<file path="config.mk">
export PLATFORM = sky130hd
export DESIGN_NAME = pico_trace_buf
export DESIGN_NICKNAME = d
export VERILOG_FILES = /design/src/rtl/pico_trace_buf.sv
export SDC_FILE = /design/constraint.sdc
export NUM_CORES = 1
export LEC_CHECK = 0
export ABC_AREA = 1
export BUFFER_PORTS_ARGS = -buffer_cell sky130_fd_sc_hd__buf_4
export CORE_ASPECT_RATIO = 1.2
export CORE_MARGIN = 4
export CORE_UTILIZATION = 40
export DETAILED_ROUTE_END_ITERATION = 10
export SETUP_SLACK_MARGIN = 0.02
export SLEW_MARGIN = 25
export SYNTH_ARGS = -nofsm -noshare
export SYNTH_HDL_FRONTEND = slang
export SYNTH_SLANG_ARGS = --single-unit
</file>
<file path="constraint.sdc">
create_clock -name clk -period 3.8 [get_ports clk]
set_input_delay 0.38 -clock clk [delete_from_list [all_inputs] [get_ports clk]]
set_output_delay 0.38 -clock clk [all_outputs]
set_load 0.005 [all_outputs]
</file>
<file path="src/rtl/pico_trace_buf.sv">
// Trace capture FIFO for a small CPU: records trace words while capturing,
// freezes on a trap, then reports done once the consumer has drained everything.
module pico_trace_buf #(
  parameter int DEPTH  = 16,
  parameter int DATA_W = 36
) (
  input  logic                     clk,
  input  logic                     PoR_rst_n,
  input  logic                     enable,
  input  logic                     trace_valid,
  input  logic [DATA_W-1:0]        trace_data,
  input  logic                     trap,
  input  logic                     flush,
  output logic                     out_valid,
  input  logic                     out_ready,
  output logic [DATA_W-1:0]        out_data,
  output logic [$clog2(DEPTH):0]   level,
  output logic [15:0]              overflow_cnt,
  output logic                     done
);

  localparam int AW = $clog2(DEPTH);

  localparam logic [1:0] S_IDLE    = 2'd0;
  localparam logic [1:0] S_CAPTURE = 2'd1;
  localparam logic [1:0] S_DRAIN   = 2'd2;
  localparam logic [1:0] S_DONE    = 2'd3;

  localparam logic [AW:0]   LVL_FULL = (AW+1)'(DEPTH);
  localparam logic [AW:0]   LVL_ONE  = (AW+1)'(1);
  localparam logic [AW-1:0] PTR_ONE  = AW'(1);

  logic [DATA_W-1:0] mem [DEPTH];

  logic [1:0]    state, state_nxt;
  logic [AW-1:0] rd_ptr, wr_ptr;
  logic [AW:0]   level_nxt;
  logic          pop, cap, push, drop;

  assign out_valid = (level != '0);
  assign out_data  = mem[rd_ptr];

  // A full FIFO still accepts a word when the head leaves on the same edge.
  assign pop  = out_valid & out_ready & ~flush;
  assign cap  = (state == S_CAPTURE) & trace_valid & ~flush;
  assign push = cap & ((level != LVL_FULL) | pop);
  assign drop = cap & ~push;

  always_comb begin
    level_nxt = level;
    if (push && !pop)      level_nxt = level + LVL_ONE;
    else if (pop && !push) level_nxt = level - LVL_ONE;
  end

  always_comb begin
    state_nxt = state;
    if (flush) begin
      state_nxt = enable ? S_CAPTURE : S_IDLE;
    end else begin
      case (state)
        S_IDLE:    if (enable) state_nxt = S_CAPTURE;
        S_CAPTURE: begin
          if (trap)         state_nxt = S_DRAIN;
          else if (!enable) state_nxt = S_IDLE;
        end
        // Looks at post-pop occupancy so done rises on the last pop's edge.
        S_DRAIN:   if (level_nxt == '0) state_nxt = S_DONE;
        default:   ;
      endcase
    end
  end

  always_ff @(posedge clk or negedge PoR_rst_n) begin
    if (!PoR_rst_n) begin
      state        <= S_IDLE;
      done         <= 1'b0;
      rd_ptr       <= '0;
      wr_ptr       <= '0;
      level        <= '0;
      overflow_cnt <= '0;
    end else begin
      state <= state_nxt;
      done  <= (state_nxt == S_DONE);
      if (flush) begin
        rd_ptr       <= '0;
        wr_ptr       <= '0;
        level        <= '0;
        overflow_cnt <= '0;
      end else begin
        if (push) wr_ptr <= wr_ptr + PTR_ONE;
        if (pop)  rd_ptr <= rd_ptr + PTR_ONE;
        level <= level_nxt;
        if (drop && overflow_cnt != 16'hFFFF) overflow_cnt <= overflow_cnt + 16'd1;
      end
    end
  end

  always_ff @(posedge clk) begin
    if (push) mem[wr_ptr] <= trace_data;
  end

endmodule

</file>
## Yosys cells after proc, flatten, opt, wreduce, memory -nomap -nowiden

Memory sizes are Yosys's and may differ from the RTL's.
Index checks and enable logic that the tools add are counted.

- Register bits after elaboration: 32
- RAM bits: 576
- Word-level logic and storage cells: 55
- Memories kept: 1

Memories:

| name | depth | width | rd ports | clocked after memory_dff | write ports | line | RTL |
|---|---|---|---|---|---|---|---|
| mem | 16 | 36 | 1 | 0 | 1 | 33 | `logic [DATA_W-1:0] mem [DEPTH];` |

- Add/sub/neg operators: 5
- Eq/ne operators: 5
- Mux-type cells: 18
- Bitwise operators: 9
- Reduce and logical (&&, ||, !) cells: 11

Operators by type and width:

| cell | number |
|---|---|
| 2-to-1 mux 16 bit | 2 |
| adder 16 x 1 -> 16 bit (second input constant) | 1 |
| 2-to-1 mux 4 bit | 4 |
| != test 16 bit (second input constant) | 1 |
| 2-to-1 mux 5 bit | 3 |
| 2-to-1 mux 2 bit | 5 |
| adder 4 x 1 -> 4 bit (second input constant) | 2 |
| bitwise AND 1 bit | 6 |
| case mux 2 bit (3 select lines) | 1 |
| nonzero test 2 bit | 3 |
| adder 5 x 1 -> 5 bit (second input constant) | 1 |
| zero test 5 bit | 1 |
| != test 5 bit (second input constant) | 1 |
| nonzero test 5 bit | 1 |
| subtractor 5 x 1 -> 5 bit (second input constant) | 1 |
| equality test 2 bit (second input constant) | 2 |
| logical AND 1 bit | 3 |
| 2-to-1 mux 1 bit | 3 |
| equality test 2 x 1 -> 1 bit (second input constant) | 1 |
| zero test 1 bit | 2 |
| zero test 2 bit | 1 |
| NOT 1 bit | 2 |
| OR 1 bit | 1 |

## Logic depth before layout (Yosys ltp)

Gate-level depths: netlist of run 1.

- Depth in word-level cells: 14
- Mapped depth: 12
- Gate-level depth less buffers: 12

## Worst setup path after synthesis of run 1

OpenSTA, ideal clock, no wires.

- Path type: register to register
- Start point: register level[0]
- End point: memory mem[11][0] (enable)
- Library setup time: 0.429 ns
- Data arrival time: 2.939 ns
- Required time: 3.371 ns
- Slack: 0.432 ns
- Stages on the path, launching flop included: 10
- Path buffers: 0
- Period minus slack after synthesis: 3.368 ns
- Path through: dfrtp_1 > inv_1 > ha_1 > nand3_4 > nand3_4 > nand4_1 > nand2_1 > inv_2 > nand2_1 > nor2_1

- Word-level cells in the longest chain between the ends: 7
- Elaborated cells between the ends (all ways): 8
- Those cells by class: eq/ne: 1; mux: 2; bitwise: 4; reduce/logical: 1

Ends and longest elaborated chain:

| item | line | RTL |
|---|---|---|
| start: declaration | 17 | `output logic [$clog2(DEPTH):0] level,` |
| start signal: assignment | 92 | `level <= level_nxt;` |
| nonzero test 5 bit | 40 | `assign out_valid = (level != '0);` |
| via out_valid | 14 | `output logic out_valid,` |
| bitwise AND 1 bit (2 in series) | 44 | `assign pop = out_valid & out_ready & ~flush;` |
| OR 1 bit | 46 | `assign push = cap & ((level != LVL_FULL) \| pop);` |
| bitwise AND 1 bit | 46 |  |
| 2-to-1 mux 1 bit | 99 | `if (push) mem[wr_ptr] <= trace_data;` |
| 2-to-1 mux 1 bit (not written as such) | 99 |  |
| end: declaration | 33 |  |

The timed path passes the listed nets, and every way through them passes these cells.

## Worst setup path after layout of run 1

- Start point: register rd_ptr[1]
- End point: output out_data[16]

- Word-level cells in the longest chain between the ends: 1

Ends and longest elaborated chain:

| item | line | RTL |
|---|---|---|
| start: declaration | 36 | `logic [AW-1:0] rd_ptr, wr_ptr;` |
| start signal: assignment | 91 | `if (pop) rd_ptr <= rd_ptr + PTR_ONE;` |
| memory read (16 x 36 bit) | n/a |  |
| end: declaration | 16 | `output logic [DATA_W-1:0] out_data,` |

No other way between the ends.

==> results of run 1 <==
## path summary, 6_finish.rpt
path	start	to	slack, ns	depth (start not counted)
max in group asynchronous	PoR_rst_n	rd_ptr[3]	3.18	2
min in group asynchronous	PoR_rst_n	overflow_cnt[3]	0.26	2
min	enable	state[0]	0.06	3
min reg2reg	overflow_cnt[8]	overflow_cnt[8]	0.57	2
max reg2reg	level[0]	mem[15][18]	0.77	10
max	rd_ptr[1]	out_data[16]	0.34	8
## logic make-up after synthesis
kind of cell,count (synthesis),share of synthesized area (%)
xor+xnor,7,0.2557
fa+ha+maj,9,0.4696
buf+inv,153,2.546
flops,608,75.47
simple gates,616,10.84
compound gates,431,10.41
## per-layer routing
| metal | track usage (%) | vias to the layer above | wire length, um |
|---|---|---|---|
| li1 | - | 6987 | - |
| met1 | 26.55 | 7867 | 26240 |
| met2 | 32.70 | 597 | 31630 |
| met3 | 3.308 | 103 | 4491 |
| met4 | 5.939 | 0 | 1765 |
| met5 | 0 | - | 0 |
## cells in the final DEF, fill, tap and decap left out, drive strengths merged, types with 9 or more instances in the layout
cell type  instances
a21oi             99
a221oi            42
buf              148
clkbuf            71
clkinv            30
dfrtp             32
edfxtp           576
ha                 9
inv               42
nand2            289
nand3             87
nand4             40
nor2             191
o21ai            211
o221ai            29
o22ai             44
## synth_stat cells, types with 2 or more instances
cell / instances / area, um^2
nand3_1: 84 / 420.4
nand3_4: 2 / 35.03
edfxtp_1: 576 / 17300
clkbuf_1: 89 / 334.1
o22ai_1: 44 / 275.3
o21a_1: 3 / 22.52
nand2_1: 287 / 1077
o21ai_0: 201 / 1006
o21ai_1: 10 / 50.05
inv_1: 31 / 116.4
ha_1: 9 / 112.6
dfrtp_1: 32 / 800.8
xor2_1: 6 / 52.55
inv_2: 7 / 26.28
buf_2: 16 / 80.08
nor2_1: 188 / 705.7
nand4_1: 40 / 250.2
o31ai_1: 2 / 15.01
buf_1: 6 / 22.52
o221ai_1: 29 / 254.0
nor3_1: 8 / 40.04
a221oi_1: 42 / 367.9
a21oi_1: 98 / 490.5
## metrics by stage
stage          util, %  cell area (um^2)  hold WS, ns
2_1_floorplan        -             23980      0.08441
3_3_place_gp     43.60             25930       0.3620
3_5_place_dp     43.60             25930       0.3691
4_1_cts          46.90             27890      0.03153
5_1_grt          46.91             27900      0.05261
6_report         46.91             27900      0.06193
## worst max-delay path: cells and delay by family, from the launching register on
kind | cells | cell delay (ns)
flip-flops | 1 | 0.67
buffers and inverters | 3 | 0.94
AO/OA/AOI/OAI | 3 | 0.65
AND/OR/NAND/NOR | 2 | 0.22
## power groups by stage
stage | logic, mW | clock network (mW) | registers [mW]
after global routing | 3.22 | 6.29 | 7.47
after floorplan | 1.64 | 0 | 7.55
final | 2.93 | 5.92 | 7.47
after CTS | 2.96 | 6.02 | 7.47
after global placement | 2.91 | 0 | 7.61
after detailed placement | 2.95 | 0 | 7.61
## sequential cells by signal, summed over array words and instances (netlist names)
name,cells
wr_ptr,4
rd_ptr,4
done,1
level,5
state,2
overflow_cnt,16
mem,576
## layout make-up
cell class                 count  area share, %
multi-input combinational   1063          19.36
clock buffer                  71          5.530
inverter                      40         0.5831
sequential                   608          64.90
timing repair buffer         149          4.557
clock inverter                40          1.471
antenna                        1       0.008971
tap                          800          3.588
==> qor.txt, run 1 <==
status = completed
Total Neg Setup Slack = 0 ns
endpoint type of the worst setup path = output port
Root Driver = clkbuf_16
largest net degree at the start of global routing = 154
P_sw = 4.535 mW
CP Launch Type = flop
crit path max fanout = 25
Area Growth Syn to Fin = 16.34%
PostCTS Resize Cnt = 0
vias per cell = 5.611
grt ovf = 0
Antenna Nets Post-Route = 0
fill count = 5,185
Gate power share = 17.9%
initial antenna violation count = 1
DRT Pass-1 Iters = 5
routed via count = 15,554
starting density of the core = 40.32%
WP data required = 3.42 ns
crit path DAT = 3.08 ns
Post-layout nets = 1,973
Reg power frac = 45.8%
post-layout min period = 3.456 ns
syn nets = 1,876
leakage power = 9.469 nW
core area = 59,470 um^2
RD Place Congestion = 0.8074
Total GRT Usage = 19.63%
HP Class = input pin to flop
share of synthesized flip-flops with an asynchronous set or reset = 5.263%
Sw Ratio = 27.80%
Hold-fix buffers, CTS = 1
flops & latches, synth = 608
Pwr Total = 16.31 mW
Clock Latency Late Sink = 0.61 ns
Slew Limit Fails = 0
placed cells = 2,659
EDFF count, synth = 576
CTS max path bufs = 3
CP most frequent cell = buf_4
drc violations = 0
Non-Filler Instances = 2,772
Fin. Hold Viols = 0
CTS tree = done
Setup Fix Bufs, Post-CTS = 0
Main synth FF type = edfxtp_1
Clk network pwr share = 36.3%
IO buf count = 101
DP Wirelength = 35,420 um
vias in the first global route = 15,302
Syn Area/Cell = 13.15 um^2
Multi-input gate area = 5400 um^2
RSZ-0062 raised after global routing = no
Std-Cell Rows = 98
mean routed wirelength per cell = 23.13 um
CP peak stage delay = 0.67 ns
maxcap violations = 0
relative slew slack = 33.97%
clock skew = 0.02197 ns
total CTS buffers = 59
WS Path Type = flop to output port
global-route wire length before repair = 95,940 um
Worst-Margin Slew = 0.9844 ns
pre-CTS setup slack = 0.8066 ns
DR iter-0 viols = 1,380
routed wire length = 64,120 um
Mapped Cells = 1,824
Num Clock Sinks = 608
Die H = 276.2 um
Clk pin slew, worst setup/hold paths = 0.06 ns
worst vdd rail ir drop = 0.0005381 V
chip width = 231.5 um
post-synthesis cell type count = 37
Reg area = 18,100 um^2
FMAX = 0.2894 GHz
Seq/Total Area, Yosys = 75.47%
share of layout cells above drive strength 1 = 13.80%
yosys warns = 0
Cell Area, Synth = 23,980 um^2
setup ws final = 0.3443 ns
Setup-failing EPs final = 0
Power Density = 584.8 nW/um^2
H-tree depth = 2
crit-path cells = nor2_4 > inv_2 > buf_4 > a21oi_1 > a221oi_1 > o21ai_0 > nand2_1 > buf_4
Tcrit/Tclk final = 90.94%
slowest CP cell = dfrtp_2
P_int = 11.78 mW
num ports = 102
Die ar. = 63,940 um^2
Note: power is estimated with default switching activity, not from simulation.
==> inputs of run 2 (changes only) <==
Settings changed: RECOVER_POWER from default to 25.
==> run 2 against run 1 <==
Net effect: register-to-register slack is essentially flat; final cell count is the same; largest power group unchanged; combinational power barely moved; highest routed layer unchanged; routed wire length barely moved.
==> qor.txt, run 2 (synthesis gave the netlist of run 1 again) <==
status = completed
Root Driver = clkbuf_16
grt ovf = 0
post-layout util = 46.73%
biggest regs = mem (576), overflow_cnt (16), level (5)
largest net degree at the start of global routing = 154
Pwr Total = 16.30 mW
HP Class = input pin to flop
Non-Filler Instances = 2,772
Total GRT Usage = 19.63%
WP data required = 3.42 ns
PostCTS Resize Cnt = 0
drc violations = 0
chip width = 231.5 um
DR iter-0 viols = 1,489
CTS max path bufs = 3
crit path DAT = 3.05 ns
routed wire length = 64,130 um
core area = 59,470 um^2
Clk pin slew, worst setup/hold paths = 0.06 ns
WS Path Type = flop to output port
Setup Fix Bufs, Post-CTS = 0
RD Place Congestion = 0.8074
Tcrit/Tclk final = 90.19%
max FFs per register = 576
share of layout cells above drive strength 1 = 12.38%
Total Neg Setup Slack = 0 ns
routed via count = 15,577
CTS tree = done
post-layout min period = 3.427 ns
Worst-Margin Slew = 0.9645 ns
P_int = 11.77 mW
IO buf count = 101
starting density of the core = 40.32%
commonest non-fill, non-tap cells in the layout = edfxtp_1 (576), nand2_1 (286), o21ai_0 (201)
num ports = 102
vias in the first global route = 15,302
placed cells = 2,659
total CTS buffers = 59
crit path max fanout = 37
P_sw = 4.538 mW
DP Wirelength = 35,420 um
Area Growth Syn to Fin = 15.90%
CP Launch Type = flop
worst vdd rail ir drop = 0.0005355 V
leakage power = 9.367 nW
Hold-fix buffers, CTS = 1
relative slew slack = 35.30%
FMAX = 0.2918 GHz
Slew Limit Fails = 0
Reg power frac = 45.8%
Clock Latency Late Sink = 0.61 ns
global-route wire length before repair = 95,940 um
Die H = 276.2 um
mean routed wirelength per cell = 23.14 um
initial antenna violation count = 1
Fin. Hold Viols = 0
commonest non-fill, non-tap cell in the layout = edfxtp_1
Num Clock Sinks = 608
Clk network pwr share = 36.3%
H-tree depth = 2
Std-Cell Rows = 98
Die ar. = 63,940 um^2
DRT Pass-1 Iters = 5
Sw Ratio = 27.83%
Power Density = 586.7 nW/um^2
RSZ-0062 raised after global routing = no
register-to-register setup slack = 0.76 ns
Post-layout nets = 1,973
clock skew = 0.01726 ns
Setup-failing EPs final = 0
vias per cell = 5.619
Gate power share = 17.9%
endpoint type of the worst setup path = output port
Top reg by flops = mem
maxcap violations = 0
Antenna Nets Post-Route = 0
## run 2: worst paths after layout
kind	start	endpoint	depth (start not counted)
setup / recovery	rd_ptr[1]	out_data[1]	6
hold / removal	enable	state[0]	3
setup reg to reg	level[0]	mem[15][18]	10
hold reg to reg	overflow_cnt[8]	overflow_cnt[8]	2
max in group asynchronous	PoR_rst_n	rd_ptr[0]	2
min in group asynchronous	PoR_rst_n	overflow_cnt[3]	2
## run 2: layout make-up
cell class              count  area, um^2
flip-flops and latches    608       18100
diodes                      1       2.502
clock buffers              71        1543
fillers                  5202       31680
inverters                  40       162.7
clock inverters            40       410.4
well taps                 800        1001
multi-input cells        1063        5400
repair buffers            149        1166
## run 2: metal layers
layer  share of wire [%]  track usage, %  wire length [um]  vias up
li1                    -               -                 -     6987
met1                  40           26.55             25810     7872
met2                  49           32.70             31670      617
met3                 7.7           3.308              4917      101
met4                 2.7           5.939              1734        0
met5                   0               0                 0        -
## run 2: critical path, stage by stage (launching register included)
cell	delay (ns)
dfrtp_2	0.67
buf_4	0.61
o21ai_0	0.18
o221ai_1	0.51
nand4_1	0.19
nand2_1	0.14
buf_4	0.12
## run 2: power groups by stage
stage	Clock, mW	Combinational, mW	Sequential (mW)
after detailed placement	0	2.95	7.61
after floorplan	0	1.64	7.55
after global placement	0	2.91	7.61
final	5.92	2.91	7.47
after global routing	6.29	3.21	7.48
after CTS	6.02	2.96	7.47
## run 2: through the flow
| stage | area [um^2] | hold slack [ns] | setup slack (ns) |
|---|---|---|---|
| after global placement | 25930 | 0.3620 | 0.8947 |
| after CTS | 27890 | 0.03153 | 0.2913 |
| after floorplan | 23980 | 0.08441 | 0.4318 |
| final | 27790 | 0.06209 | 0.3730 |
| after detailed placement | 25930 | 0.3691 | 0.8066 |
| after global routing | 27790 | 0.05973 | 0.08767 |
